==> src/rtl/periph_slave_pkg.sv <==
// Shared types and helpers for the peripheral slave register file.
// Holds the FSM encoding, response opcodes, request direction codes and byte merge.
package periph_slave_pkg;

  typedef enum logic [1:0] {
    IDLE = 2'd0,
    WAIT = 2'd1,
    RESP = 2'd2
  } state_e;

  localparam logic OPC_OK    = 1'b0;
  localparam logic OPC_ERR   = 1'b1;
  localparam logic WEN_READ  = 1'b1;
  localparam logic WEN_WRITE = 1'b0;

  function automatic logic [31:0] be_merge(input logic [31:0] old_val,
                                           input logic [31:0] wdata,
                                           input logic [3:0]  be);
    logic [31:0] res;
    res = old_val;
    for (int b = 0; b < 4; b++) begin
      if (be[b]) res[8*b +: 8] = wdata[8*b +: 8];
    end
    return res;
  endfunction

endpackage

==> src/rtl/periph_slave_addr_dec.sv <==
// Address decoder: flags addresses inside the register window and yields the word index.
// Byte offset bits [1:0] never influence the result.
module periph_slave_addr_dec #(
  parameter logic [31:0] BASE_ADDR = 32'h1000_0000,
  parameter int          NUM_REGS  = 16,
  parameter int          IDX_W     = (NUM_REGS > 1) ? $clog2(NUM_REGS) : 1
) (
  input  logic [31:0]      add_i,
  output logic             hit,
  output logic [IDX_W-1:0] index
);

  localparam logic [32:0] SPAN = 33'(4 * NUM_REGS);

  logic [31:0] offset;

  // Compare in 33 bits so a window touching the top of the address space cannot wrap.
  always_comb begin
    offset = add_i - BASE_ADDR;
    hit    = (add_i >= BASE_ADDR) && ({1'b0, offset} < SPAN);
    index  = IDX_W'(offset >> 2);
  end

endmodule

==> src/rtl/periph_slave_regfile.sv <==
// Target-side responder: NUM_REGS byte-writable registers with ID-tagged, fixed-latency responses.
// Handshake: a request is accepted in any cycle where req_i and gnt_o are both high; its response follows as a one-cycle r_valid_o pulse with no backpressure.
module periph_slave_regfile
  import periph_slave_pkg::*;
#(
  parameter int          ID_WIDTH    = 9,
  parameter int          NUM_REGS    = 16,
  parameter logic [31:0] BASE_ADDR   = 32'h1000_0000,
  parameter int          WAIT_CYCLES = 0
) (
  input  logic                     clk_i,
  input  logic                     rst_ni,
  input  logic                     req_i,
  input  logic [31:0]              add_i,
  input  logic                     wen_i,
  input  logic [31:0]              wdata_i,
  input  logic [3:0]               be_i,
  input  logic [ID_WIDTH-1:0]      id_i,
  output logic                     gnt_o,
  output logic                     r_valid_o,
  output logic                     r_opc_o,
  output logic [ID_WIDTH-1:0]      r_id_o,
  output logic [31:0]              r_rdata_o,
  output logic [32*NUM_REGS-1:0]   regs_o
);

  localparam int         IDX_W   = (NUM_REGS > 1) ? $clog2(NUM_REGS) : 1;
  localparam logic [3:0] WAIT_LD = 4'(WAIT_CYCLES);

  state_e           state, state_next;
  logic [3:0]       cnt, cnt_next;
  logic             accept;
  logic             hit;
  logic [IDX_W-1:0] index;
  logic [31:0]      rd_sel;
  logic [31:0]      regs [NUM_REGS];

  periph_slave_addr_dec #(
    .BASE_ADDR (BASE_ADDR),
    .NUM_REGS  (NUM_REGS),
    .IDX_W     (IDX_W)
  ) u_addr_dec (
    .add_i (add_i),
    .hit   (hit),
    .index (index)
  );

  always_ff @(posedge clk_i) begin
    if (!rst_ni) begin
      state     <= IDLE;
      cnt       <= '0;
      r_valid_o <= 1'b0;
    end else begin
      state     <= state_next;
      cnt       <= cnt_next;
      r_valid_o <= (state_next == RESP);
    end
  end

  // RESP behaves like IDLE for acceptance, which gives back-to-back throughput.
  always_comb begin
    state_next = state;
    cnt_next   = cnt;
    unique case (state)
      IDLE, RESP: begin
        if (accept) begin
          if (WAIT_CYCLES == 0) begin
            state_next = RESP;
          end else begin
            state_next = WAIT;
            cnt_next   = WAIT_LD;
          end
        end else begin
          state_next = IDLE;
        end
      end
      WAIT: begin
        if (cnt == 4'd1) state_next = RESP;
        else             cnt_next   = cnt - 4'd1;
      end
      default: state_next = IDLE;
    endcase
  end

  always_comb begin
    gnt_o  = req_i & rst_ni & ((state == IDLE) | (state == RESP));
    accept = gnt_o;
    rd_sel = hit ? regs[index] : '0;
  end

  always_ff @(posedge clk_i) begin
    if (!rst_ni) begin
      for (int k = 0; k < NUM_REGS; k++) regs[k] <= '0;
    end else if (accept && hit && (wen_i == WEN_WRITE)) begin
      regs[index] <= be_merge(regs[index], wdata_i, be_i);
    end
  end

  // Response fields are latched at acceptance and held until the next one.
  always_ff @(posedge clk_i) begin
    if (!rst_ni) begin
      r_id_o    <= '0;
      r_opc_o   <= OPC_OK;
      r_rdata_o <= '0;
    end else if (accept) begin
      r_id_o    <= id_i;
      r_opc_o   <= hit ? OPC_OK : OPC_ERR;
      r_rdata_o <= (wen_i == WEN_READ) ? rd_sel : '0;
    end
  end

  for (genvar k = 0; k < NUM_REGS; k++) begin : g_regs_out
    assign regs_o[32*k +: 32] = regs[k];
  end

endmodule

==> config.mk <==
export PLATFORM = sky130hd
export DESIGN_NAME = periph_slave_regfile
export DESIGN_NICKNAME = d
export VERILOG_FILES = /design/src/rtl/periph_slave_pkg.sv /design/src/rtl/periph_slave_addr_dec.sv /design/src/rtl/periph_slave_regfile.sv
export SDC_FILE = /design/constraint.sdc
export NUM_CORES = 1
export LEC_CHECK = 0
export BUFFER_PORTS_ARGS = -buffer_cell sky130_fd_sc_hd__buf_2
export CAP_MARGIN = 25
export CORE_AREA = 3 3 244 246
export CTS_CLUSTER_DIAMETER = 100
export CTS_CLUSTER_SIZE = 40
export DETAILED_ROUTE_END_ITERATION = 7
export DIE_AREA = 0 0 247 249
export PLACE_DENSITY = 0.7
export SETUP_SLACK_MARGIN = 0.4
export SLEW_MARGIN = 20
export SYNTH_ARGS = -nofsm -noshare
export SYNTH_HDL_FRONTEND = slang
export SYNTH_SLANG_ARGS = --single-unit
export TNS_END_PERCENT = 100
==> constraint.sdc <==
create_clock -name clk_i -period 11.6 [get_ports clk_i]
set_clock_uncertainty 0.1 [all_clocks]
set_input_delay 0.58 -clock clk_i [delete_from_list [all_inputs] [get_ports clk_i]]
set_output_delay 0.58 -clock clk_i [all_outputs]
set_load 0.05 [all_outputs]
==> run_results.csv <==
group,metric,value,unit
yosys,synth.avg_cell_area,15.5,µm²
floorplanning,fp.dieH,249,µm
timing,final_hold_viol_count,0,
yosys,yosys_warnings,0,
yosys,synthCells,1715,
timing,worstMarginPinSlew,1.17,ns
yosys,synth_compound_area_share,4.38,%
yosys,synth_nets,1798,
timing,rsz0062_at_grt,"no",
power,p_leak,0.0112,µW
yosys,yosys-top-cells-area,"edfxtp_1 58%, nor3_2 9.7%, mux4_2 8.3%",
yosys,ys_seq_area_share,61.7,%
layout,finalNonFillerCells,2989,
clocking,clockRootBuffer,"clkbuf_16",
setup_path,crit_slowest_cell,"o21ai_4",
setup_path,path_max_fanout,129,
clocking,cts.sinks,561,
yosys,ys.flop_type,"edfxtp_1",
floorplanning,die_width,247,µm
route,dr.pass1.iters,5,
route,drt_iter0_drc,2378,
yosys,synthAdderAreaFrac,0.0944,%
timing,min_period_over_period,38.7,%
timing,finalMaxSlewViolations,0,
yosys,yosys.area.top_type,"edfxtp_1",
setup_path,worstSetupStartpoint,"rst_ni",
clocking,clk_pin_slew,0.15,ns
worst_hold_path,hp-class,"in2reg",
power,ir_drop,0.000128,V
layout,drive_above_1_share,50.8,%
clocking,clock_path_buffers,3,
setup_path,rr_startpoint,"state[0]",
floorplanning,start_util,46.0,%
setup_path,arrival,4.66,ns
floorplanning,core_area,57600,µm²
global_routing,grt_overflow,0,
route,ant_nets,0,
timing,finalSetupViolations,0,
layout,fin_area,30900,µm²
global_routing,antenna_found_initial,1,
timing,fin_crit,4.49,ns
floorplanning,die-area,61500,µm²
setup_path,worstPathRequired,11.76,ns
yosys,synth-simple-area-share,16.3,%
global_routing,grt_pass1_vias,18956,
layout,utilization,53.7,%
run,max_cap_violations,0,
setup_path,critPathBufInv,4,
clocking,htree_levels,1,
power,cellPowerDensity,134,nW/µm²
placement,place_area,30000,µm²
setup_path,crit_path_start_kind,"primary input",
route,wl_per_cell,32.9,µm
setup_path,r2r_slack,7.38,ns
setup_path,cp_cell_sequence,"buf_2 -> buf_4 -> and3b_1 -> and4_1 -> nand4_1 -> buf_12 -> o21ai_4 -> buf_4",
clocking,clock_latency,0.62,ns
setup_path,end_kind,"register",
yosys,synth_xor_area_share,0.132,%
yosys,synth_edf_count,512,
setup_path,cp_top_family,"simple AND/OR/NAND/NOR gates",
yosys,synthArstFlopShare,0,%
worst_hold_path,hold_start,"id_i[4]",
route,via_per_inst,6.47,
global_routing,grt_max_degree,133,
timing,slew_headroom,21.7,%
yosys,synth_most_common_cell,"edfxtp_1",
setup_path,crit_type,"in2reg",
setup_path,crit_path_frequent_cell,"buf_4",
placement,dp_hpwl,63.0,mm
clocking,cts_resized,0,
layout,area_growth,16.7,%
global_routing,grt_pass1_wl,140,mm
setup_path,critPathMaxStageDelay,0.79,ns
global_routing,track_usage,31.1,%
outcome,status,"finished, final reports clean",
route,via_count,19339,
placement,dp.cells,2945,
placement,place.port_buffers,634,
yosys,synth_top_area_share,58.0,%
yosys,synth_commonest_cells,"512 x edfxtp_1, 258 x nor3_1, 256 x nor3_2",
clocking,hold_buffers,0,
yosys,synth_top_family_by_area,"simple AND/OR/NAND/NOR gates",
layout,final_nets,2290,
floorplanning,num_io_pins,637,
yosys,synth_seq_cells,561,
route,drc_errors,0,
route,finalWirelength,98.5,mm
timing,setup_tns,0,ns
clocking,cts_buffers,23,
yosys,ys_types,41,
floorplanning,rows,88,
power,power,4150,µW
yosys,netlist_area,26500,µm²
timing,timing.fmax,223,MHz
clocking,post-cts-setup-buffers,0,
clocking,cts_tree,"done",
placement,place.gp.congestion,0.877,
yosys,synthMuxAreaShare,12.5,%
## cell usage in the layout, fill, tap and decap left out, types with 10 or more instances in the layout
cell type,n
nor2_1,36
mux2i_1,32
o21ai_0,10
buf_2,631
a21oi_1,32
o21ai_4,16
nor3_1,258
a221o_2,32
edfxtp_1,512
clkbuf_16,23
nor3_2,256
a22o_1,32
buf_4,40
o22ai_1,32
mux4_1,30
nand2_1,20
dfxtp_1,49
mux4_2,98
## state kept, by name (all words and copies together) (netlist names)
name / flops
regs: 512
r_opc_o: 1
cnt: 4
r_rdata_o: 32
state: 2
r_id_o: 9
r_valid_o: 1
## metrics by stage
| stage | setup WS (ns) | hold slack [ns] |
|---|---|---|
| after global routing | 6.91 | 0.0405 |
| after CTS | 7.03 | 0.0312 |
| after detailed placement | 6.36 | 0.356 |
| after global placement | 6.48 | 0.344 |
| after floorplan | 6.94 | 0.394 |
| final | 7.11 | 0.0457 |
## path summary, 6_finish.rpt
kind / cells past startpoint / end
worst max-delay path: 8 / regs[8][15]
worst min-delay path: 3 / r_id_o[4]
worst max register to register: 6 / regs[8][15]
worst min register to register: 2 / r_id_o[5]
## tightest hold or removal path: cells and delay by family
kind                   cells  cell delay [ns]
buffers and inverters      1             0.08
and+or+nand+nor            1             0.03
AOI/OAI and AO/OA          1             0.05
## metal layers
metal  share of wire (%)  global-route usage, %  up-vias
met1                  37                   41.7     9903
met5                   0                      0        -
met2                  48                   50.1     1458
met4                 4.0                   11.4        0
met3                  11                   6.50      207
li1                    -                      -     7771
## power breakdown
| group | total [µW] | switching, µW | internal, µW |
|---|---|---|---|
| Combinational | 699 | 542 | 157 |
| Clock | 1150 | 728 | 424 |
| Sequential | 2300 | 42.9 | 2260 |
| Total | 4150 | 1310 | 2840 |
## layout make-up
type,count,area [µm²]
antenna,2,5.00
fill,4778,26600
sequential,561,16400
tap,765,957
clock inverter,12,254
inverter,6,22.5
timing repair buffer,680,3650
multi-input combinational,935,9100
clock buffer,28,604
## kinds of logic after synthesis
group	after synthesis
buf+inv	219
simple gates	611
xor+xnor	4
compound gates	158
flops	561
mux	160
fa+ha+maj	2
Power figures use the tool's default switching activity.
